## src/rtl/wb_drain_queue.sv

```systemverilog
// rtl/wb_drain_queue.sv - writeback buffer draining up to two results per cycle to the RF
// and releasing write names back to the RF in allocation order.
module wb_drain_queue #(
  parameter int name_width = 1,
  parameter int data_width = 1,
  parameter int depth      = 4,
  parameter int cnt_width  = 3
) (
  input  logic                  CLK,
  input  logic                  RST,
  input  logic [name_width-1:0] ENQ_NAME,
  input  logic [data_width-1:0] ENQ_DATA,
  input  logic                  ENQ_E,
  output logic                  ENQ_READY,
  input  logic                  DRAIN_EN,
  output logic [name_width-1:0] WNAME_1,
  output logic [data_width-1:0] WDATA_1,
  output logic                  WE_1,
  output logic [name_width-1:0] WNAME_2,
  output logic [data_width-1:0] WDATA_2,
  output logic                  WE_2,
  output logic [name_width-1:0] FREE_NAME,
  output logic                  FREE_E,
  input  logic                  FREE_READY,
  output logic [cnt_width-1:0]  COUNT,
  output logic                  ERR
);
  localparam int num_names = 1 << name_width;
  localparam int ptr_width = $clog2(depth);

  logic [name_width-1:0] name_mem [depth];
  logic [data_width-1:0] data_mem [depth];
  logic [ptr_width-1:0]  head, tail, head_p1;
  logic [cnt_width-1:0]  count, drain_cnt;
  logic [name_width-1:0] owner;
  logic [num_names-1:0]  pending, written, pending_nxt, written_nxt;
  logic                  err;
  logic                  enq_fire, enq_bad, free_fire;

  assign head_p1   = head + ptr_width'(1);
  assign ENQ_READY = (count != cnt_width'(depth));
  assign enq_fire  = ENQ_E && ENQ_READY;
  assign enq_bad   = ENQ_E && (!ENQ_READY || pending[ENQ_NAME] || written[ENQ_NAME]);

  assign WE_1    = DRAIN_EN && (count != '0);
  assign WE_2    = DRAIN_EN && (count > cnt_width'(1));
  assign WNAME_1 = name_mem[head];
  assign WDATA_1 = data_mem[head];
  assign WNAME_2 = name_mem[head_p1];
  assign WDATA_2 = data_mem[head_p1];
  assign drain_cnt = cnt_width'(WE_1) + cnt_width'(WE_2);

  assign FREE_NAME = owner;
  assign FREE_E    = written[owner];
  assign free_fire = FREE_E && FREE_READY;

  assign COUNT = count;
  assign ERR   = err;

  // Sets win over clears: a drain re-marks a name the free port clears, and a
  // re-enqueue re-marks a name being drained; both only arise from duplicate names.
  always_comb begin
    pending_nxt = pending;
    written_nxt = written;
    if (free_fire) written_nxt[owner] = 1'b0;
    if (WE_1) begin
      pending_nxt[WNAME_1] = 1'b0;
      written_nxt[WNAME_1] = 1'b1;
    end
    if (WE_2) begin
      pending_nxt[WNAME_2] = 1'b0;
      written_nxt[WNAME_2] = 1'b1;
    end
    if (enq_fire) pending_nxt[ENQ_NAME] = 1'b1;
  end

  always_ff @(posedge CLK) begin
    if (RST) begin
      head    <= '0;
      tail    <= '0;
      count   <= '0;
      owner   <= '0;
      pending <= '0;
      written <= '0;
      err     <= 1'b0;
    end else begin
      if (enq_fire) tail <= tail + ptr_width'(1);
      head    <= head + ptr_width'(WE_1) + ptr_width'(WE_2);
      count   <= count + cnt_width'(enq_fire) - drain_cnt;
      if (free_fire) owner <= owner + name_width'(1);
      pending <= pending_nxt;
      written <= written_nxt;
      if (enq_bad) err <= 1'b1;
    end
  end

  // Entry storage needs no reset; head/tail/count define which entries are live.
  always_ff @(posedge CLK) begin
    if (enq_fire) begin
      name_mem[tail] <= ENQ_NAME;
      data_mem[tail] <= ENQ_DATA;
    end
  end

endmodule

```

## config.mk

```make
export PLATFORM = sky130hd
export DESIGN_NAME = wb_drain_queue
export DESIGN_NICKNAME = d
export VERILOG_FILES = /design/src/rtl/wb_drain_queue.sv
export SDC_FILE = /design/constraint.sdc
export NUM_CORES = 1
export LEC_CHECK = 0
export CAP_MARGIN = 20
export CELL_PAD_IN_SITES_DETAIL_PLACEMENT = 1
export CELL_PAD_IN_SITES_GLOBAL_PLACEMENT = 1
export CORE_AREA = 2 2 53 55
export CTS_CLUSTER_SIZE = 25
export DETAILED_ROUTE_END_ITERATION = 8
export DIE_AREA = 0 0 55 57
export PLACE_DENSITY = 0.87
export SETUP_SLACK_MARGIN = 0.02
export SLEW_MARGIN = 25
export SYNTH_ARGS = -nofsm -noshare
export SYNTH_HDL_FRONTEND = slang
export SYNTH_SLANG_ARGS = --single-unit
```

## constraint.sdc

```tcl
create_clock -name CLK -period 4.8 [get_ports CLK]
set_clock_uncertainty 0.15 [all_clocks]
set_input_delay 1.44 -clock CLK [delete_from_list [all_inputs] [get_ports CLK]]
set_output_delay 1.44 -clock CLK [all_outputs]
set_load 0.01 [all_outputs]
```

**Word-level counts from Yosys, hierarchy flattened**

Memory sizes are Yosys's and may differ from the RTL's. A register that Yosys moved wholly into a read port is not among the register bits.
Index checks and enable logic that the tools add are counted.
W data, S select, Z words.

- Add/subtract/negate cells: 8
- $lt $le $gt $ge: 9
- Equal/unequal tests: 1
- Mux-type cells: 24
- Bitwise gates (word level): 9
- Reductions and logical operators: 13

Operator list:

| kind | number |
|---|---|
| $mux W2 | 8 |
| $mux W1 | 12 |
| $logic_and A1 B1 Y1 | 9 |
| $lt A1 B2 Y1 const B | 4 |
| $and A2 B2 Y2 | 3 |
| $not A2 Y2 | 3 |
| $or A2 B2 Y2 | 3 |
| $add A2 B1 Y2 | 2 |
| $add A2 B1 Y2 const B | 2 |
| $demux W1 S1 | 4 |
| $ge A1 B1 Y1 const B | 4 |
| $add A3 B1 Y3 | 1 |
| $gt A3 B1 Y1 const B | 1 |
| $ne A3 B3 Y1 const B | 1 |
| $reduce_bool A3 Y1 | 1 |
| $sub A3 B2 Y3 | 1 |
| $add A1 B1 Y2 | 1 |
| $logic_or A1 B1 Y1 | 2 |
| $add A1 B1 Y1 const B | 1 |
| $logic_not A1 Y1 | 1 |

- Register bits after elaboration: 13
- Memory bits (writable): 8
- Bits of input ports: 7
- Output and inout port bits: 13
- Logic and storage cells: 73
- Memories kept: 2

Memories:

| name | words | bits a word | read ports | clocked after Yosys merged registers in | write ports | RTL line | text |
|---|---|---|---|---|---|---|---|
| data_mem | 4 | 1 | 2 | 1 | 1 | 32 | `logic [data_width-1:0] data_mem [depth];` |
| name_mem | 4 | 1 | 2 | 1 | 1 | 31 | `logic [name_width-1:0] name_mem [depth];` |

**Longest topological paths before layout**

- Depth after elaboration: 11
- Gate-level depth with buffers: 10
- Depth with buffers taken out: 10

**Worst setup path before layout**

No wires, ideal clock.

- Path type: input to output
- From: input port DRAIN_EN
- To: output port WE_2
- Data arrival time: 1.862 ns
- Required time: 3.210 ns
- Path slack: 1.348 ns
- Stages on the path: 2
- Buffers on the path: 0
- Path through: o21ai_1 > inv_1

- Word-level cells in the longest chain between the ends: 1

Ends and longest elaborated chain:

| what | RTL line | text |
|---|---|---|
| start: declaration | 15 | `input logic DRAIN_EN,` |
| $logic_and A1 B1 Y1 | 46 | `assign WE_2 = DRAIN_EN && (count > cnt_width'(1));` |
| end: declaration | 21 | `output logic WE_2,` |

No other way between the ends.

**Worst setup path after layout**

Same ends and word-level chain as after synthesis.

==> qor.csv <==
metric,value,unit
slew_headroom,60.12,%
ys_warn_count,0,
holdBufCountCts,0,
crit_path_cell_trace,clkdlybuf4s50_1 -> o21ai_1 -> inv_1 -> clkdlybuf4s50_1,
clock_path_buffers,2,
r2r-end,COUNT[2]$_SDFF_PP0_,
p_leak,0.5174,nW
syn_avg_cell_area,11.73,µm²
ys_seq_elements,21,
path_clk_slew,110,ps
critPathSlowestCell,clkdlybuf4s50_1,
hold_end,pending[0]$_SDFF_PP0_,
cts_sinks,21,
antenna_found_initial,0,
setup_viol,0,
r2r_slack,2370,ps
synth_top_area_cell,dfxtp_1,
gp_congestion,0.6847,
holdWs,342.4,ps
cts_tree,yes,
cts.htree.levels,1,
fillers,295,
hp-start,pending[0]$_SDFF_PP0_,
period_share,91.54,%
grt_max_degree,14,
dieWidth,55,µm
cap_violations,0,
end_kind,primary output,
dp_hpwl,1.695,mm
ir_worst_vdd,0.2316,mV
final_cell_mix,"clkdlybuf4s50_1, dfxtp_1, inv_1",
gr-total-overflow,0,
synth_top_area_share,24.64,%
rsz0062_at_grt,false,
final-max-slew-violation-count,0,
avgRoutedWirePerCell,14.38,µm
io_pins,20,
viasPerCell,5.092,
synth_cell_type_count,31,
multi_input_area,495.5,µm²
routed_wirelength,2.027,mm
die_h,57,µm
io_buffer_count,19,
drt_iter0_markers,5,
critPathBufInv,3,
tightestPinTransition,594.3,ps
post-cts-setup-buffers,0,
finish.instance_area,1292,µm²
post-place-ws,399.1,ps
ys.flop_type,dfxtp_1,
crit_path_frequent_cell,clkdlybuf4s50_1,
crit_path_max_incr_delay,490,ps
clk_latency,290,ps
tns,0,ps
die-area,3135,µm²
r2r-start,COUNT[2]$_SDFF_PP0_,
root_buffer,clkbuf_4,
drtPass1Iterations,2,
dpl_cell_area,1266,µm²
critPathTopFamily,buffers and inverters,
regArea,500.5,µm²
min_path_cells,2,
drive_gt1_share,8.182,%
postSynthCellCount,90,
critPathMaxFanout,5,
worst_ep_arrival_time,2800,ps
hold_viol,0,
ctsResizeCount,0,
synth_area,1056,µm²
critPathKind,input port to primary output,
grt_pass1_wl,3.477,mm
outcome,"complete, no violations",
area_growth,22.39,%
synth.net_count,106,
rows,19,
worstPathRequired,3210,ps
ys_seq_area_share,47.39,%
antenna-diode-count,0,
ys_async_sr_fraction,0,%
nets,127,
grt_pass1_vias,754,
core-area,2615,µm²
grt_usage,15.32,%
fmax,0.2276,GHz
final_common_cell,clkdlybuf4s50_1,
ant_nets,0,
fin_util,49.43,%
cp-start-kind,input port,
worst_slack,406.3,ps
drcViolationCount,0,
fin_crit,4394,ps
vias,718,
cts_buffers,3,
start_util,40.38,%
hp-class,flip-flop to flip-flop,
pwr_density_cell,502.8,nW/µm²
synthTopCellsByArea,"dfxtp_1, edfxtp_1, ha_1, mux4_1, fa_1",
synth_edf_count,8,
reg2reg_depth,7,
[synth_stat cells (2+ instances only)]
cell / n
xor2_1: 2
o21a_1: 2
xnor2_1: 2
inv_1: 10
ha_1: 7
clkbuf_1: 2
nor2_1: 7
fa_1: 2
nand2_1: 6
and3_1: 4
edfxtp_1: 8
a21oi_1: 4
mux4_1: 3
nor2b_1: 2
dfxtp_1: 13
[report_power, final]
part	total, mW	leakage [nW]	internal (mW)	switching, mW
clock	0.0820	0.0150	0.0323	0.0497
combinational	0.304	0.322	0.171	0.133
sequential	0.264	0.181	0.223	0.0405
total	0.650	0.517	0.427	0.223
[flip-flops by register name, summed over array words and instances (netlist names)]
name / cells
data_mem: 4
name_mem: 4
COUNT: 3
head: 2
pending: 2
tail: 2
written: 2
ERR: 1
FREE_NAME: 1
[stage by stage]
| stage | total power [mW] | std cells |
|---|---|---|
| 2_1_floorplan | 0.4544 | 90 |
| 3_3_place_gp | 0.5608 | 137 |
| 3_5_place_dp | 0.5800 | 137 |
| 4_1_cts | 0.6631 | 141 |
| 5_1_grt | 0.7130 | 141 |
| 6_report | 0.6499 | 141 |
[worst max-delay path by stage]
stage                         from    to  slack (ps)  cells after the start
after detailed placement  DRAIN_EN  WE_2         400                      4
after global routing      DRAIN_EN  WE_2         320                      4
final                     DRAIN_EN  WE_2         410                      4
after floorplan           DRAIN_EN  WE_2        1350                      2
after global placement    DRAIN_EN  WE_2         470                      4
after CTS                 DRAIN_EN  WE_2         400                      4
[kinds of logic (layout without fill, tap and decap cells)]
family	Yosys count	after routing	share of synthesized area, %
AOI/OAI and AO/OA	14	14	9.360
xor gates and xnor gates	4	4	3.318
adders and majority gates	9	9	12.09
buffers and inverters	14	34	5.687
DFF	21	21	47.39
muxes	5	5	10.66
and+or+nand+nor	23	23	11.49
[tightest hold or removal path, stage by stage (launching register included)]
cell     delay [ps]
dfxtp_1         330
nand2_1          70
o32ai_1          60
[layout make-up]
cell class,count,share of cell area (%)
flip-flops and latches,21,38.72
repair buffers,19,14.71
multi-input cells,55,38.33
inverters,11,3.195
clock buffers,4,2.033
well taps,31,3.001
[routing by layer]
layer,share of wire (%),GRT usage [%]
met5,0,0
met4,0.79,5.226
met3,3.1,2.618
met2,52,26.19
met1,44,19.05
(Power assumes the default switching activity.)
